File: config.mk
export PLATFORM = sky130hd
export DESIGN_NAME = ext_bus_ctrl
export DESIGN_NICKNAME = d
export VERILOG_FILES = /design/src/rtl/ext_bus_ctrl.sv
export SDC_FILE = /design/constraint.sdc
export NUM_CORES = 1
export LEC_CHECK = 0
export BUFFER_PORTS_ARGS = -buffer_cell sky130_fd_sc_hd__buf_2
export CORE_MARGIN = 3
export CORE_UTILIZATION = 45
export CTS_BUF_LIST = sky130_fd_sc_hd__clkbuf_8
export DETAILED_ROUTE_END_ITERATION = 10
export PLACE_DENSITY = 0.67
export REMOVE_ABC_BUFFERS = 1
export SETUP_SLACK_MARGIN = 0.15
export SLEW_MARGIN = 25
export SYNTH_ARGS = -nofsm -noshare
export SYNTH_HDL_FRONTEND = slang
export SYNTH_SLANG_ARGS = --single-unit
File: constraint.sdc
create_clock -name clk -period 6.37 [get_ports clk]
set_input_delay 0.9555 -clock clk [delete_from_list [all_inputs] [get_ports clk]]
set_output_delay 0.9555 -clock clk [all_outputs]
set_load 0.01 [all_outputs]
File: src/rtl/ext_bus_ctrl.sv
// ext_bus_ctrl: serialises one CPU request onto a narrow pad bus, address beats (ALE) then data beats.
// Latency: 1+NA+WAIT_CYC+ND+stall cycles from the accept cycle to the one-cycle rsp_valid pulse.
// Backpressure: req_ready only in IDLE; pad_wait stalls data beats, aborted after TIMEOUT stall cycles (0 = never).
module ext_bus_ctrl #(
    parameter int ADDR_W   = 12,
    parameter int DATA_W   = 8,
    parameter int PIN_W    = 4,
    parameter int WAIT_CYC = 0,
    parameter int TIMEOUT  = 255
) (
    input  logic              clk,
    input  logic              rst,
    input  logic              req_valid,
    output logic              req_ready,
    input  logic              req_we,
    input  logic [ADDR_W-1:0] req_addr,
    input  logic [DATA_W-1:0] req_wdata,
    output logic              rsp_valid,
    output logic              rsp_err,
    output logic [DATA_W-1:0] rsp_rdata,
    output logic [PIN_W-1:0]  pad_out,
    input  logic [PIN_W-1:0]  pad_in,
    output logic [PIN_W-1:0]  pad_oe,
    output logic              pad_ale,
    output logic              pad_we,
    input  logic              pad_wait
);

    localparam int NA      = ADDR_W / PIN_W;
    localparam int ND      = DATA_W / PIN_W;
    localparam int MAX_A   = (NA > ND) ? NA : ND;
    localparam int MAX_B   = (MAX_A > WAIT_CYC) ? MAX_A : WAIT_CYC;
    localparam int CNT_MAX = (MAX_B > TIMEOUT) ? MAX_B : TIMEOUT;
    localparam int CW      = (CNT_MAX < 1) ? 1 : $clog2(CNT_MAX + 1);

    localparam logic [CW-1:0] NA_LAST   = CW'(NA - 1);
    localparam logic [CW-1:0] ND_LAST   = CW'(ND - 1);
    localparam logic [CW-1:0] WAIT_LAST = CW'((WAIT_CYC > 0) ? WAIT_CYC - 1 : 0);
    localparam logic [CW-1:0] TO_LIM    = CW'(TIMEOUT);

    typedef enum logic [2:0] {
        S_IDLE,
        S_ADDR,
        S_WAIT,
        S_DATA,
        S_DONE
    } state_t;

    state_t            state, state_nxt;
    logic [CW-1:0]     beat_cnt, beat_nxt;
    logic [CW-1:0]     stall_cnt, stall_nxt;
    logic [CW-1:0]     stall_inc;
    logic              err_q, err_nxt;
    logic              accept, addr_adv, data_adv;
    logic              we_q;
    logic [ADDR_W-1:0] addr_sh;
    logic [DATA_W-1:0] wdata_sh;
    logic [DATA_W-1:0] rdata_sh;
    logic [DATA_W-1:0] rd_next;

    assign stall_inc = stall_cnt + CW'(1);
    assign rd_next   = (rdata_sh << PIN_W) | DATA_W'(pad_in);

    // State, beat/stall counters and abort flag.
    always_ff @(posedge clk or posedge rst) begin
        if (rst) begin
            state     <= S_IDLE;
            beat_cnt  <= '0;
            stall_cnt <= '0;
            err_q     <= 1'b0;
        end else begin
            state     <= state_nxt;
            beat_cnt  <= beat_nxt;
            stall_cnt <= stall_nxt;
            err_q     <= err_nxt;
        end
    end

    // Next-state, counter updates and pad/response outputs, all decoded from the current state.
    always_comb begin
        state_nxt = state;
        beat_nxt  = beat_cnt;
        stall_nxt = stall_cnt;
        err_nxt   = err_q;
        accept    = 1'b0;
        addr_adv  = 1'b0;
        data_adv  = 1'b0;
        req_ready = 1'b0;
        rsp_valid = 1'b0;
        rsp_err   = 1'b0;
        pad_out   = '0;
        pad_oe    = '0;
        pad_ale   = 1'b0;
        pad_we    = 1'b0;
        case (state)
            S_IDLE: begin
                req_ready = ~rst;
                if (req_valid && !rst) begin
                    accept    = 1'b1;
                    state_nxt = S_ADDR;
                    beat_nxt  = '0;
                    stall_nxt = '0;
                    err_nxt   = 1'b0;
                end
            end
            S_ADDR: begin
                pad_ale  = 1'b1;
                pad_oe   = '1;
                pad_we   = we_q;
                pad_out  = addr_sh[ADDR_W-1 -: PIN_W];
                addr_adv = 1'b1;
                if (beat_cnt == NA_LAST) begin
                    beat_nxt  = '0;
                    state_nxt = (WAIT_CYC > 0) ? S_WAIT : S_DATA;
                end else begin
                    beat_nxt = beat_cnt + CW'(1);
                end
            end
            S_WAIT: begin
                pad_we = we_q;
                pad_oe = we_q ? '1 : '0;
                if (beat_cnt == WAIT_LAST) begin
                    beat_nxt  = '0;
                    state_nxt = S_DATA;
                end else begin
                    beat_nxt = beat_cnt + CW'(1);
                end
            end
            S_DATA: begin
                pad_we = we_q;
                if (we_q) begin
                    pad_oe  = '1;
                    pad_out = wdata_sh[DATA_W-1 -: PIN_W];
                end
                if (pad_wait) begin
                    // Stall: beat and shift registers hold; only the stall counter moves.
                    if (TIMEOUT != 0) begin
                        stall_nxt = stall_inc;
                        if (stall_inc == TO_LIM) begin
                            err_nxt   = 1'b1;
                            stall_nxt = '0;
                            state_nxt = S_DONE;
                        end
                    end
                end else begin
                    data_adv  = 1'b1;
                    stall_nxt = '0;
                    if (beat_cnt == ND_LAST) begin
                        beat_nxt  = '0;
                        state_nxt = S_DONE;
                    end else begin
                        beat_nxt = beat_cnt + CW'(1);
                    end
                end
            end
            S_DONE: begin
                rsp_valid = 1'b1;
                rsp_err   = err_q;
                state_nxt = S_IDLE;
            end
            default: state_nxt = S_IDLE;
        endcase
    end

    // Request capture, beat shift registers and the read-data result register.
    always_ff @(posedge clk or posedge rst) begin
        if (rst) begin
            we_q      <= 1'b0;
            addr_sh   <= '0;
            wdata_sh  <= '0;
            rdata_sh  <= '0;
            rsp_rdata <= '0;
        end else begin
            if (accept) begin
                we_q     <= req_we;
                addr_sh  <= req_addr;
                wdata_sh <= req_wdata;
                rdata_sh <= '0;
            end
            if (addr_adv) begin
                addr_sh <= addr_sh << PIN_W;
            end
            if (data_adv) begin
                if (we_q) begin
                    wdata_sh <= wdata_sh << PIN_W;
                end else begin
                    rdata_sh <= rd_next;
                    // Final read beat: result is published together with rsp_valid.
                    if (beat_cnt == ND_LAST) begin
                        rsp_rdata <= rd_next;
                    end
                end
            end
        end
    end

endmodule

# Yosys cells after proc, flatten, opt, wreduce, memory -nomap -nowiden
# Cells that the tools add are included.
word_totals:
  ff_bits: 57
  output_inout_bits: 21
  elab_cells: 84
classes:
  add_sub_neg: 2
  n_eq_ne: 15
  muxes: 41
  n_bitwise: 3
  n_reduce_logical: 14
op_table:
  columns: ["operator", "n"]
  rows:
  - ["$mux 8", 13]
  - ["$pmux 8 s4", 1]
  - ["$mux 12", 2]
  - ["$mux 3", 6]
  - ["$add 8x1->8 const B", 2]
  - ["$pmux 4 s2", 2]
  - ["$pmux 8 s2", 1]
  - ["$mux 1", 12]
  - ["$ne 2x2->1 const B", 6]
  - ["$pmux 3 s4", 1]
  - ["$eq 8x1->1 const B", 1]
  - ["$eq 8x2->1 const B", 1]
  - ["$eq 8x8->1 const B", 1]
  - ["$logic_not 8->1", 1]
  - ["$mux 4", 2]
  - ["$or 8x4->8", 1]
  - ["$eq 3x2->1 const B", 2]
  - ["$ne 3x3->1 const B", 2]
  - ["$reduce_and 3->1", 2]
  - ["$reduce_and 5->1", 1]
  - ["$reduce_and 4->1", 1]
  - ["$reduce_bool 2->1", 2]
  - ["$reduce_bool 4->1", 1]
  - ["$eq 3x1->1 const B", 1]
  - ["9 further kinds", 10]

# Logic depth before layout (Yosys ltp)
depth:
  word_depth: 7
  depth_mapped: 8
  depth_no_buf: 7

# Least setup slack after synthesis
# Ideal clock, no wire load.
synth_timing:
  path_type: "reg-to-output"
  startpoint: "register state[2]"
  endpoint: "output port pad_out[3]"
  t_arrival_ns: 1.533
  t_required_ns: 5.414
  path_slack_ns: 3.881
  path_stages_with_launch: 6
  n_path_buf: 1
  path_cell_list: "dfrtp_1 > nand2b_2 > nand2b_1 > inv_1 > clkbuf_1 > a22o_1"
synth_between:
  elab_chain_len: 2
  elab_cells_between_ends: 3
synth_lines:
  columns: ["element", "line_no", "source"]
  rows:
  - ["start: declaration", "49", "state_t state, state_nxt;"]
  - ["start signal: assignment", "72", "state <= state_nxt;"]
  - ["$eq 3x2->1 or $eq 3x1->1 (tied branches)", "95", "case (state)"]
  - ["$pmux 4 s2 (*)", "95", null]
  - ["end: declaration", "21", "output logic [PIN_W-1:0] pad_out,"]
# Mark *: on every way between the ends. The rest lies on a longest branch, timed or not.

# Final worst setup path
layout_timing:
  startpoint: "register state[2]"
  endpoint: "output port pad_oe[2]"
layout_between:
  elab_chain_len: 3
  elab_cells_between_ends: 5
layout_lines:
  columns: ["element", "line_no", "source"]
  rows:
  - ["$eq 3x2->1", "95", null]
  - ["$reduce_or 2->1 (no source line)", null, null]
  - ["$pmux 4 s2 (*)", "95", null]
  - ["end: declaration", "23", "output logic [PIN_W-1:0] pad_oe,"]
# Marks and branches as above.

==> insert_results.sql <==
INSERT INTO impl_metrics (metric_group, metric, value, unit) VALUES
('synthesis', 'synth_area_per_cell', '9.86', 'µm²'),
('critical_path', 'startpoint_types', 'flip-flop', ''),
('cells_and_area', 'mostFrequentLayoutCell', 'dfrtp_1', ''),
('clock_tree', 'numCtsBuffers', '5', ''),
('cells_and_area', 'diodes', '0', ''),
('die', 'core_area', '5710', 'µm²'),
('clock_tree', 'total_setup_buffers_inserted_after_cts', '0', ''),
('routing', 'avgRoutedWirePerCell', '14.2', 'µm'),
('outcome', 'run_status', 'finished, final reports clean', ''),
('global_route', 'antenna_found_initial', '0', ''),
('global_route', 'grt_max_degree', '41', ''),
('cells_and_area', 'nets', '358', ''),
('timing', 'finalHoldViolCount', '0', ''),
('clock_tree', 'clockRootBuffer', 'clkbuf_8', ''),
('global_route', 'vias_in_the_first_global_route', '2145', ''),
('timing', 'grt_setup_unrepaired', 'false', ''),
('die', 'die_area', '7060', 'µm²'),
('critical_path', 'worstPathMaxFanout', '16', ''),
('cells_and_area', 'layout-drive-gt1-share', '25.0', '%'),
('critical_path', 'critical_path_capture_point_type', 'primary output', ''),
('global_route', 'grt_first_pass_wirelength', '9.89', 'mm'),
('die', 'die_x', '84.1', 'µm'),
('routing', 'antenna_left', '0', ''),
('critical_path', 'timing.critical_path.required', '5.41', 'ns'),
('die', 'die-height', '84.1', 'µm'),
('routing', 'route.detailed.drc', '0', ''),
('clock_tree', 'cts.hold.buffers_added', '0', ''),
('timing', 'max-slew-margin-rel', '51.5', '%'),
('global_route', 'grt_use_total', '16.9', '%'),
('global_route', 'global_route.overflow_total', '0', ''),
('placement', 'dp_cells', '388', ''),
('routing', 'drt-pass1-iter-count', '5', ''),
('timing', 'min_period_over_period', '49.1', '%'),
('critical_path', 'worst-setup-path-type', 'reg2out', ''),
('timing', 'post-route-min-period', '3.13', 'ns'),
('placement', 'place.port_buffers', '49', ''),
('routing', 'routed-via-count', '2182', ''),
('synthesis', 'syn-cell-area', '2740', 'µm²'),
('timing', 'finalClockSkew', '0.00424', 'ns'),
('power_and_ir_drop', 'ir_worst_vdd', '0.275', 'mV'),
('power_and_ir_drop', 'pwr_density_cell', '395', 'nW/µm²'),
('synthesis', 'synth_async_sr_flop_share', '100', '%'),
('power_and_ir_drop', 'power_leakage', '1.47', 'nW'),
('clock_tree', 'postCtsResizedCells', '0', ''),
('power_and_ir_drop', 'report.power.total', '1.23', 'mW'),
('clock_tree', 'clock_latency_at_the_later_pin_of_the_worst_skew_pair', '0.31', 'ns'),
('synthesis', 'netlist.top_cell.by_area', 'dfrtp_1', ''),
('routing', 'totalWireLength', '5.61', 'mm'),
('clock_tree', 'ctsLongestPathBuffers', '2', ''),
('clock_tree', 'cts_max_level', '2', ''),
('die', 'floorplan.io_pins', '50', ''),
('routing', 'detailedRoute.firstIterationViolations', '161', ''),
('timing', 'timing.final.max_slew_violations', '0', ''),
('timing', 'tns', '0', 'ns'),
('placement', 'globalplace.congestion', '0.819', ''),
('cells_and_area', 'final_cell_mix', 'dfrtp_1 (53), nand2_1 (51), buf_2 (49)', ''),
('synthesis', 'synthCells', '278', ''),
('synthesis', 'netlist-cell-type-count', '53', ''),
('min_path', 'min_path_type', 'reg2reg', ''),
('critical_path', 'worst-endpoint-arrival', '2.17', 'ns'),
('timing', 'timing_worst_slew_pin_value', '0.726', 'ns'),
('cells_and_area', 'finish.utilization', '54.4', '%'),
('run', 'timing.max_cap.violations', '0', ''),
('synthesis', 'post_synth_top_area_share', '48.4', '%'),
('clock_tree', 'clock_transition_at_the_registers_of_the_reported_paths', '0.10', 'ns'),
('timing', 'fmax', '320', 'MHz'),
('synthesis', 'ys_ff_latch', '53', ''),
('timing', 'final_report_setup_violation_count', '0', ''),
('clock_tree', 'tritoncts_num_sinks', '53', ''),
('clock_tree', 'tritoncts', 'done', ''),
('placement', 'place.detailed.hpwl', '4.12', 'mm'),
('synthesis', 'ys.flop_type', 'dfrtp_1', ''),
('routing', 'drt-vias-per-instance', '5.51', ''),
('die', 'row_count', '27', ''),
('die', 'initial_core_utilization', '48.0', '%'),
('synthesis', 'synth.area.top_cells', 'dfrtp_1 (48%), nand2_1 (7.0%), a22o_1 (3.8%)', ''),
('synthesis', 'ys_warnings', '0', ''),
('cells_and_area', 'final_cells', '396', ''),
('cells_and_area', 'syn2layout_area_growth', '13.3', '%'),
('synthesis', 'number_of_synthesized_flops_with_an_enable_pin', '0', ''),
('synthesis', 'ys_seq_area_share', '48.4', '%');
metrics by stage:
stage	hold WS (ns)	area (µm²)	worst slack [ns]
floorplan	0.446	2660	3.88
global placement	0.463	3010	3.69
detailed placement	0.466	3010	3.58
CTS	0.493	3110	3.23
global route	0.520	3110	3.05
finish	0.485	3110	3.24
logic make-up after synthesis:
logic type                 after synthesis  synth area share, %
AOI/OAI and AO/OA                       59                 15.1
DFF                                     53                 48.4
buffers and inverters                   21                 4.02
adders and majority gates                6                 2.74
muxes                                   18                 7.17
xor gates and xnor gates                 3                0.959
and+or+nand+nor                        118                 21.7
state kept, by name (all words and copies together) (netlist names):
signal     cells
addr_sh       12
beat_cnt       8
err_q          1
rdata_sh       4
rsp_rdata      8
stall_cnt      8
state          3
wdata_sh       8
we_q           1
final timing paths:
check	start	to	slack, ns	depth (start not counted)
max reg2reg	state[2]	wdata_sh[6]	3.96	5
min reg2reg	wdata_sh[3]	wdata_sh[7]	0.48	2
min in group asynchronous	rst	beat_cnt[3]	0.61	2
max in group asynchronous	rst	addr_sh[0]	4.97	3
min	wdata_sh[3]	wdata_sh[7]	0.48	2
max	state[2]	pad_oe[2]	3.24	5
worst max-delay path, stage by stage (launching register included):
cell and delay (ns):
dfrtp_1 0.53, nand2b_2 0.21, nand2b_1 0.23, inv_1 0.33, or2_2 0.42, buf_2 0.15
area by class of cell:
| type | count | area (µm²) |
|---|---|---|
| inverter | 8 | 30.0 |
| sequential | 53 | 1330 |
| multi-input combinational | 204 | 1310 |
| fill | 502 | 2600 |
| clock buffer | 5 | 68.8 |
| clock inverter | 3 | 25.0 |
| timing repair buffer | 51 | 260 |
| tap | 72 | 90.1 |
cells in the mapped netlist, types with 5 or more instances:
library cell	number
dfrtp_1	53
nand2_1	51
o21ai_0	15
nor2_1	14
a22o_1	12
nand3_1	9
a22oi_1	8
inv_1	8
mux2_2	8
mux2i_1	8
buf_4	6
ha_1	6
nor2b_1	6
nor3_1	6
o21ai_1	6
a21oi_1	5
clkbuf_1	5
power breakdown:
group | total, mW | leakage (nW) | internal (mW) | switching (mW)
clock | 0.195 | 0.0447 | 0.0796 | 0.116
sequential | 0.524 | 0.703 | 0.445 | 0.0795
combinational | 0.507 | 0.723 | 0.214 | 0.293
total | 1.23 | 1.47 | 0.738 | 0.489
layer usage:
layer / global-route usage [%] / routed length [µm]
met5: 0 / 0
met3: 3.46 / 272
met1: 24.1 / 2710
met2: 26.3 / 2560
met4: 4.39 / 65
No activity file was read; power rests on OpenSTA's default activity.
